$ cat config.mk
export PLATFORM = sky130hd
export DESIGN_NAME = pipe_hazard_ctrl_flat
export DESIGN_NICKNAME = d
export VERILOG_FILES = /design/src/rtl/pipe_hazard_ctrl_pkg.sv /design/src/rtl/pipe_hazard_ctrl_if.sv /design/src/rtl/pipe_hazard_ctrl_acc_seq_fsm.sv /design/src/rtl/pipe_hazard_ctrl.sv /design/src/flat_wrapper.sv
export SDC_FILE = /design/constraint.sdc
export NUM_CORES = 1
export LEC_CHECK = 0
export CAP_MARGIN = 40
export CORE_UTILIZATION = 45
export DETAILED_ROUTE_END_ITERATION = 12
export HOLD_SLACK_MARGIN = 0.05
export PLACE_DENSITY = 0.73
export SYNTH_ARGS = -nofsm -noshare
export SYNTH_HDL_FRONTEND = slang
export SYNTH_SLANG_ARGS = --single-unit
$ cat constraint.sdc
create_clock -name clk -period 6.6 [get_ports clk]
set_input_delay 1.32 -clock clk [delete_from_list [all_inputs] [get_ports clk]]
set_output_delay 1.32 -clock clk [all_outputs]
set_load 0.01 [all_outputs]
$ cat src/rtl/pipe_hazard_ctrl_pkg.sv
// Shared definitions for the pipeline hazard controller: accelerator FSM
// state encodings and the default accelerator timeout.
package pipe_hazard_ctrl_pkg;

    typedef enum logic [1:0] {
        ST_IDLE  = 2'd0,
        ST_ISSUE = 2'd1,
        ST_WAIT  = 2'd2,
        ST_DONE  = 2'd3
    } acc_state_e;

    localparam int unsigned ACC_TIMEOUT_DEFAULT = 1024;

    function automatic logic acc_is_busy(acc_state_e s);
        return (s == ST_ISSUE) || (s == ST_WAIT);
    endfunction

endpackage

$ cat src/rtl/pipe_hazard_ctrl_if.sv
// Start/ready/done handshake between the hazard controller and the accelerator.
interface pipe_hazard_ctrl_if;
    logic acc_start;
    logic acc_ready;
    logic acc_done;

    modport master (output acc_start, input acc_ready, input acc_done);
    modport slave  (input acc_start, output acc_ready, output acc_done);
endinterface

$ cat src/rtl/pipe_hazard_ctrl_acc_seq_fsm.sv
// Accelerator sequencing FSM with wait counter, sticky timeout flag and a
// saturating busy-cycle counter; acc_start/acc_busy are registered.
module acc_seq_fsm
    import pipe_hazard_ctrl_pkg::*;
#(
    parameter int unsigned ACC_TIMEOUT = ACC_TIMEOUT_DEFAULT
) (
    input  logic        clk,
    input  logic        rst,
    input  logic        start_req,
    input  logic        acc_ready,
    input  logic        acc_done,
    output acc_state_e  state,
    output logic        acc_start,
    output logic        acc_busy,
    output logic        acc_timeout,
    output logic [31:0] acc_cycles
);

    localparam logic [15:0] WAIT_LAST = 16'(ACC_TIMEOUT - 1);

    logic [15:0] wait_cnt;

    // NOTE: every register here uses <= so all updates see the pre-edge values of the others.
    always_ff @(posedge clk) begin
        if (rst) begin
            state       <= ST_IDLE;
            wait_cnt    <= '0;
            acc_start   <= 1'b0;
            acc_busy    <= 1'b0;
            acc_timeout <= 1'b0;
            acc_cycles  <= '0;
        end else begin
            if (acc_is_busy(state) && (acc_cycles != '1))
                acc_cycles <= acc_cycles + 32'd1;

            case (state)
                ST_IDLE: begin
                    if (start_req) begin
                        state     <= ST_ISSUE;
                        acc_start <= 1'b1;
                        acc_busy  <= 1'b1;
                    end
                end
                ST_ISSUE: begin
                    if (acc_ready) begin
                        acc_start <= 1'b0;
                        if (acc_done) begin
                            state    <= ST_DONE;
                            acc_busy <= 1'b0;
                        end else begin
                            state    <= ST_WAIT;
                            wait_cnt <= '0;
                        end
                    end
                end
                ST_WAIT: begin
                    wait_cnt <= wait_cnt + 16'd1;
                    if (acc_done || (wait_cnt == WAIT_LAST)) begin
                        state    <= ST_DONE;
                        acc_busy <= 1'b0;
                        // a real completion on the last cycle is not a timeout
                        if (!acc_done)
                            acc_timeout <= 1'b1;
                    end
                end
                default: state <= ST_IDLE;
            endcase
        end
    end

endmodule

$ cat src/rtl/pipe_hazard_ctrl.sv
// Pipeline hazard controller: load-use stall, redirect flush and accelerator
// stall, with the accelerator sequencing delegated to acc_seq_fsm.
module pipe_hazard_ctrl
    import pipe_hazard_ctrl_pkg::*;
#(
    parameter int unsigned ACC_TIMEOUT = ACC_TIMEOUT_DEFAULT
) (
    input  logic                   clk,
    input  logic                   rst,
    input  logic [4:0]             rs1_id,
    input  logic [4:0]             rs2_id,
    input  logic                   rs1_used_id,
    input  logic                   rs2_used_id,
    input  logic [4:0]             rd_ex,
    input  logic                   mem_read_ex,
    input  logic                   redirect_ex,
    input  logic                   accelerator_instr_ex,
    pipe_hazard_ctrl_if.master     acc_if,
    output logic                   stall_if,
    output logic                   stall_id,
    output logic                   stall_ex,
    output logic                   bubble_id,
    output logic                   bubble_ex,
    output logic                   bubble_mem,
    output logic                   acc_busy,
    output logic                   acc_timeout,
    output logic [31:0]            acc_cycles
);

    acc_state_e state;
    logic       start_req;
    logic       acc_stall;
    logic       load_use;
    logic       lu_stall;

    // an illegal redirect+accelerator combination flushes and never starts the FSM
    assign start_req = accelerator_instr_ex && !redirect_ex;

    acc_seq_fsm #(.ACC_TIMEOUT(ACC_TIMEOUT)) u_fsm (
        .clk         (clk),
        .rst         (rst),
        .start_req   (start_req),
        .acc_ready   (acc_if.acc_ready),
        .acc_done    (acc_if.acc_done),
        .state       (state),
        .acc_start   (acc_if.acc_start),
        .acc_busy    (acc_busy),
        .acc_timeout (acc_timeout),
        .acc_cycles  (acc_cycles)
    );

    assign acc_stall = ((state == ST_IDLE) && start_req) || acc_is_busy(state);

    assign load_use = mem_read_ex && (rd_ex != 5'd0) &&
                      ((rs1_used_id && (rs1_id == rd_ex)) ||
                       (rs2_used_id && (rs2_id == rd_ex)));

    // accelerator stall and redirect both override the load-use interlock
    assign lu_stall = load_use && !acc_stall && !redirect_ex;

    assign stall_if   = !rst && (acc_stall || lu_stall);
    assign stall_id   = !rst && (acc_stall || lu_stall);
    assign stall_ex   = !rst && acc_stall;
    assign bubble_id  = !rst && redirect_ex;
    assign bubble_ex  = !rst && (redirect_ex || lu_stall);
    assign bubble_mem = !rst && acc_stall;

endmodule
$ cat src/flat_wrapper.sv
// flat-port wrapper written by rule: the top's interface ports become plain ports
module pipe_hazard_ctrl_flat import pipe_hazard_ctrl_pkg::*;
#(
    parameter int unsigned ACC_TIMEOUT = ACC_TIMEOUT_DEFAULT
)
  (clk, rst, rs1_id, rs2_id, rs1_used_id, rs2_used_id, rd_ex, mem_read_ex, redirect_ex, accelerator_instr_ex, stall_if, stall_id, stall_ex, bubble_id, bubble_ex, bubble_mem, acc_busy, acc_timeout, acc_cycles, acc_if_acc_start, acc_if_acc_ready, acc_if_acc_done);
  pipe_hazard_ctrl_if acc_if_i ();
  input  logic clk;
  input  logic rst;
  input  logic [4:0] rs1_id;
  input  logic [4:0] rs2_id;
  input  logic rs1_used_id;
  input  logic rs2_used_id;
  input  logic [4:0] rd_ex;
  input  logic mem_read_ex;
  input  logic redirect_ex;
  input  logic accelerator_instr_ex;
  output logic stall_if;
  output logic stall_id;
  output logic stall_ex;
  output logic bubble_id;
  output logic bubble_ex;
  output logic bubble_mem;
  output logic acc_busy;
  output logic acc_timeout;
  output logic [31:0] acc_cycles;
  output wire logic [$bits(acc_if_i.acc_start)-1:0] acc_if_acc_start;
  input wire logic [$bits(acc_if_i.acc_ready)-1:0] acc_if_acc_ready;
  input wire logic [$bits(acc_if_i.acc_done)-1:0] acc_if_acc_done;
  assign acc_if_acc_start = acc_if_i.acc_start;
  assign acc_if_i.acc_ready = acc_if_acc_ready;
  assign acc_if_i.acc_done = acc_if_acc_done;
  pipe_hazard_ctrl #(.ACC_TIMEOUT(ACC_TIMEOUT)) u_core (.clk(clk), .rst(rst), .rs1_id(rs1_id), .rs2_id(rs2_id), .rs1_used_id(rs1_used_id), .rs2_used_id(rs2_used_id), .rd_ex(rd_ex), .mem_read_ex(mem_read_ex), .redirect_ex(redirect_ex), .accelerator_instr_ex(accelerator_instr_ex), .acc_if(acc_if_i), .stall_if(stall_if), .stall_id(stall_id), .stall_ex(stall_ex), .bubble_id(bubble_id), .bubble_ex(bubble_ex), .bubble_mem(bubble_mem), .acc_busy(acc_busy), .acc_timeout(acc_timeout), .acc_cycles(acc_cycles));
endmodule
Word level (Yosys, flattened, before mapping)
Index checks and enable logic that the tools add are counted.
{ "word_totals": {"register_bits": 53, "latchBits": 0, "mem_bits_rw": 0, "rom_bits": 0, "input_bits": 24, "output_inout_bits": 41, "wordCells": 67, "memories": 0} }
{ "op_classes": {"add_sub_neg": 2, "mul": 0, "div_mod_pow": 0, "magnitude_cmp": 0, "eq_ne": 11, "n_shift": 0, "muxes": 15, "n_bitwise": 1, "n_reduce_logical": 32} }
{ "op_table": {"columns": ["operator", "count"], "rows": [
  ["32-bit by 1-bit adder with 32-bit output (second input constant)", 1],
  ["16-bit two-way mux", 2],
  ["32-bit != test (second input constant)", 1],
  ["16-bit case mux with 2 select lines", 1],
  ["16-bit by 1-bit adder with 16-bit output (second input constant)", 1],
  ["16-bit by 10-bit equality test with 1-bit output (second input constant)", 1],
  ["1-bit logical AND", 13],
  ["3-bit AND reduction", 4],
  ["5-bit equality test", 2],
  ["2-bit != test (second input constant)", 4],
  ["1-bit logical OR", 6],
  ["1-bit two-way mux", 6],
  ["2-bit two-way mux", 3],
  ["2-bit case mux with 3 select lines", 1],
  ["5-bit AND reduction", 1],
  ["5-bit nonzero test", 1],
  ["2-bit nonzero test", 2],
  ["1-bit logical NOT", 3],
  ["1-bit case mux with 3 select lines", 1],
  ["3-bit nonzero test", 1],
  ["2-bit by 1-bit equality test with 1-bit output (second input constant)", 1],
  ["2-bit equality test (second input constant)", 1],
  ["2-bit logical NOT", 1],
  ["2-bit by 1-bit != test with 1-bit output (second input constant)", 1],
  ["2 further kinds", 2]
]} }

Depth between registers and ports, before layout
{ "depth": {"ltp_word": 9, "depth_mapped": 8, "mapped_depth_nobuf": 7} }

Modules after synthesis
A second synthesis with hierarchy kept.
{ "hier_totals": {"hier_cells": 343, "hier_area_um2": 2894.0} }
{ "modules_own_cells": {"columns": ["mod", "instances", "cells_per_inst", "area_each_um2", "seq_area_each_um2"], "rows": [
  ["acc_seq_fsm", 1, 314, 2678.8, 1061.0],
  ["pipe_hazard_ctrl", 1, 29, 215.2, 0.0]
]} }

Worst setup path before layout
OpenSTA, ideal clock, no wires.
{ "synth_path": {"path_kind": "input to output", "start": "input port rd_ex[1]", "end": "output port stall_if", "arrival_ps": 2548, "required_time_ps": 5280, "path_slack_ps": 2732, "stages": 6, "path_buffers": 1, "cell_sequence": "xor2_1 > nor4_1 > nand3_1 > a211o_1 > o22ai_1 > buf_4"} }
{ "synth_between": {"elab_chain_len": 8, "word_cells_on_any_way": 12, "cone_classes": "2 x eq/ne; 10 x reduce/logical"} }
{ "synth_rtl": {"columns": ["element", "line", "source"], "rows": [
  ["start, declared", "flat_wrapper.sv:14", "input logic [4:0] rd_ex;"],
  ["5-bit equality test, on equally long branches", "pipe_hazard_ctrl.sv:55, pipe_hazard_ctrl.sv:56", null],
  ["1-bit logical AND, on equally long branches", "pipe_hazard_ctrl.sv:55, pipe_hazard_ctrl.sv:56", null],
  ["1-bit logical OR", "pipe_hazard_ctrl.sv:55", "((rs1_used_id && (rs1_id == rd_ex)) ||"],
  ["1-bit logical AND (*)", "pipe_hazard_ctrl.sv:54", "assign load_use = mem_read_ex && (rd_ex != 5'd0) &&"],
  ["1-bit logical AND (*) (2 in a row)", "pipe_hazard_ctrl.sv:59", "assign lu_stall = load_use && !acc_stall && !redirect_ex;"],
  ["1-bit logical OR (*)", null, null],
  ["1-bit logical AND (*)", null, null],
  ["end, declared", "flat_wrapper.sv:18", "output logic stall_if;"]
]} }
Every way passes the cells marked *; elsewhere a longest branch is shown, timed or not.

Worst setup path after layout
{ "layout_path": {"start": "input port rd_ex[1]", "end": "output port stall_id"} }
{ "layout_between": {"elab_chain_len": 8, "word_cells_on_any_way": 12, "cone_classes": "2 x eq/ne; 10 x reduce/logical"} }
{ "layout_rtl": {"columns": ["element", "line", "source"], "rows": [
  ["5-bit equality test, on equally long branches", "pipe_hazard_ctrl.sv:55, pipe_hazard_ctrl.sv:56", null],
  ["1-bit logical AND, on equally long branches", "pipe_hazard_ctrl.sv:55, pipe_hazard_ctrl.sv:56", null],
  ["1-bit logical OR", "pipe_hazard_ctrl.sv:55", null],
  ["1-bit logical AND (*)", "pipe_hazard_ctrl.sv:54", null],
  ["1-bit logical AND (*) (2 in a row)", "pipe_hazard_ctrl.sv:59", null],
  ["1-bit logical OR (*)", "pipe_hazard_ctrl.sv:62", "assign stall_id = !rst && (acc_stall || lu_stall);"],
  ["1-bit logical AND (*)", "pipe_hazard_ctrl.sv:62", null],
  ["end, declared", "flat_wrapper.sv:19", "output logic stall_id;"]
]} }
Marked as above.

==> reports/summary.txt <==
Cell types with the highest counts after synthesis -> 53 x sky130_fd_sc_hd__dfxtp_1, 39 x sky130_fd_sc_hd__nor2_1, 27 x sky130_fd_sc_hd__xor2_1
Timing startpoint of the critical path -> rd_ex[1]
Post-CTS Resized -> 0
Synthesis-to-layout area growth -> 27.5%
Accumulated negative setup slack -> 0 ps
Effective utilization at floorplan -> 47.8%
Maximum Capacitance Violations -> 0
Pin count of the biggest net entering global routing -> 44
Placed cells -> 464
Number of H-tree levels -> 2
Highest metal layer with signal wires -> met4
Worst reg-to-reg setup slack -> 3920 ps
RSZ-0062 raised after global routing -> no
Clock transition at path regs -> 90 ps
Site Rows -> 28
Clock period minus final worst setup slack -> 4730 ps
Standby leakage power -> 1.23 nW
Horizontal die dimension -> 82.2 um
Final-report hold violation count -> 0
Total congestion overflow after global routing -> 0
Final Max Tran Viols -> 0
Wire length of the first global-routing pass -> 11700 um
Syn Std Cell Area -> 2900 sq um
Detailed-route DRC error count -> 0
Met3 wire length -> 263 um
Die outline height -> 82.2 um
Num CTS Buffers -> 5
Final worst path period share -> 71.7%
Maximum buffer depth of the clock tree -> 2
Initial antenna violation count -> 0
Largest fanout on the critical path -> 3
Clock tree root driver cell -> sky130_fd_sc_hd__clkbuf_8
Total number of vias -> 2637
Switching Fraction -> 31.9%
Fraction of the yosys area taken by sequential cells -> 36.6%
Setup-failing EPs final -> 0
Placeable core area -> 6060 sq um
Drt via density -> 5.59
Outcome -> finished, final reports clean
Number of distinct library cells after synthesis -> 52
Met2 wire length -> 3310 um
Remaining antenna violation count after routing -> 0
Share of post-route cells with drive strength above 1 -> 8.06%
Cts hold-fix bufs -> 0
Average cell area after synthesis -> 8.62 sq um
I/O pin total -> 65
Maximum VDD drop -> 0.224 mV
Share of total power in the clock network -> 27.8%
EDFF count, synth -> 0
Part of the power in registers -> 42.7%
Via count of the first global-routing pass -> 2514
Final setup skew -> 10.3 ps
TritonCTS clock tree -> done
Post CTS Setup Buffer Count -> 0
M1 WL -> 3260 um
Clk sinks -> 53
GRT Resource Usage Total -> 22.0%
Fill count -> 559
Remaining max-slew budget at the tightest pin -> 43.5%
Hold slack final -> 487 ps
Avg WL per Cell -> 14.5 um
Sum of net half-perimeters after detailed placement -> 4970 um
Endpoint arrival time on the critical path -> 3410 ps
Library cell with the highest instance count after synthesis -> sky130_fd_sc_hd__dfxtp_1
Cell type with the largest total area after synthesis -> sky130_fd_sc_hd__dfxtp_1
Number of non-filler instances in the completed layout -> 472
Least-Margin Pin Slew -> 842 ps
Number of buffers added on ports -> 64
CP Capture Type -> output port
Switching power summed over all nets -> 0.265 mW
Main synth FF type -> sky130_fd_sc_hd__dfxtp_1
Die outline area -> 6760 sq um
Area fraction of the dominant cell type after synthesis -> 36.6%
Detailed-routing iteration count for the pre-antenna-repair pass -> 4
Highest attainable clock frequency -> 0.211 GHz
Internal Power -> 0.566 mW
#FFs+latches synth -> 53
Post-Synthesis Net Count -> 366
Post-Route WL -> 6860 um
Path type of the worst setup path -> in -> out
Share of synthesized registers carrying an async set or reset -> 0%
Starting DRC count in detailed routing -> 94
Synthesized instance count -> 336
Nets@finish -> 426
Worst hold path class -> reg -> reg
CP startpoint kind -> primary input
Multi-input combinational cell area -> 1730 sq um
Power per Cell Area -> 225 nW/um^2
Diodes inserted -> 0
Critical register-to-register path startpoint -> u_core.u_fsm.acc_cycles[0]
Gpl congestion -> 0.804
Ys Warns -> 0
Register cell area after layout -> 1060 sq um
Combinational share of power -> 29.5%
Worst endpoint required time -> 5280 ps
Clk Latency, worst-skew pair -> 310 ps
Top cells by area in the synthesized netlist -> sky130_fd_sc_hd__dfxtp_1 37%, sky130_fd_sc_hd__xor2_1 8.2%, sky130_fd_sc_hd__nor2_1 5.1%
Hold_sp -> u_core.u_fsm.acc_timeout
==> registers in the layout (all words and copies together) (netlist names) <==
register,cells
u_core.u_fsm.acc_start,1
u_core.u_fsm.state,2
u_core.u_fsm.acc_busy,1
u_core.u_fsm.wait_cnt,16
u_core.u_fsm.acc_timeout,1
u_core.u_fsm.acc_cycles,32
==> cells by family after synthesis <==
logic type                 after synthesis  synth area share, %
and+or+nand+nor                        155                 29.4
AOI/OAI and AO/OA                       58                 14.9
DFF                                     53                 36.6
buffers and inverters                   23                 3.63
muxes                                    4                 1.60
xor gates and xnor gates                37                 11.2
adders and majority gates                6                 2.59
==> layer usage <==
metal | track usage, % | vias up
li1 | - | 1343
met1 | 27.6 | 1251
met2 | 39.1 | 41
met3 | 4.29 | 2
met4 | 4.21 | 0
met5 | 0 | -
==> area by class of cell <==
cell class / count / share of cell area [%]
Clock inverter: 2 / 1.02
Clock buffer: 6 / 2.24
Inverter: 10 / 1.02
Sequential cell: 53 / 28.7
Timing Repair Buffer: 66 / 17.6
Tap cell: 75 / 2.54
Multi-Input combinational cell: 260 / 46.8
==> worst paths after layout <==
| check | end | depth (start not counted) |
|---|---|---|
| max | stall_id | 7 |
| min | u_core.u_fsm.acc_timeout | 2 |
| max reg2reg | u_core.u_fsm.acc_cycles[23] | 6 |
| min reg2reg | u_core.u_fsm.acc_timeout | 2 |
==> worst max-delay path, cell delays in order <==
cell and delay, ps:
sky130_fd_sc_hd__clkdlybuf4s50_1 470, sky130_fd_sc_hd__xor2_1 190, sky130_fd_sc_hd__nor4_1 270, sky130_fd_sc_hd__nand3_1 130
sky130_fd_sc_hd__a211o_1 310, sky130_fd_sc_hd__o22ai_1 160, sky130_fd_sc_hd__clkdlybuf4s50_1 570
==> cell usage in the layout, fill, tap and decap left out, drive strengths merged, types with 11 or more instances in the layout <==
cell	Yosys	final
nand3	20	20
nand4	14	14
nand2	23	23
nor2	39	39
or4	11	11
clkdlybuf4s50	0	63
xor2	27	27
dfxtp	53	53
a21oi	19	19
==> power groups by stage <==
stage / Combinational [mW] / Clock, mW / Sequential (mW)
6_report: 0.245 / 0.231 / 0.355
5_1_grt: 0.270 / 0.248 / 0.358
4_1_cts: 0.246 / 0.235 / 0.355
3_5_place_dp: 0.245 / 0 / 0.362
3_3_place_gp: 0.241 / 0 / 0.362
2_1_floorplan: 0.164 / 0 / 0.363
==> stage by stage <==
step | setup WS (ps) | instance area, sq um | utilization [%] | power [mW]
floorplan | 2730 | 2900 | - | 0.528
global placement | 1880 | 3570 | 59.0 | 0.602
detailed placement | 1870 | 3570 | 59.0 | 0.607
CTS | 1870 | 3690 | 60.9 | 0.835
global route | 1770 | 3690 | 60.9 | 0.877
finish | 1870 | 3690 | 60.9 | 0.831
(Power assumes the default switching activity.)
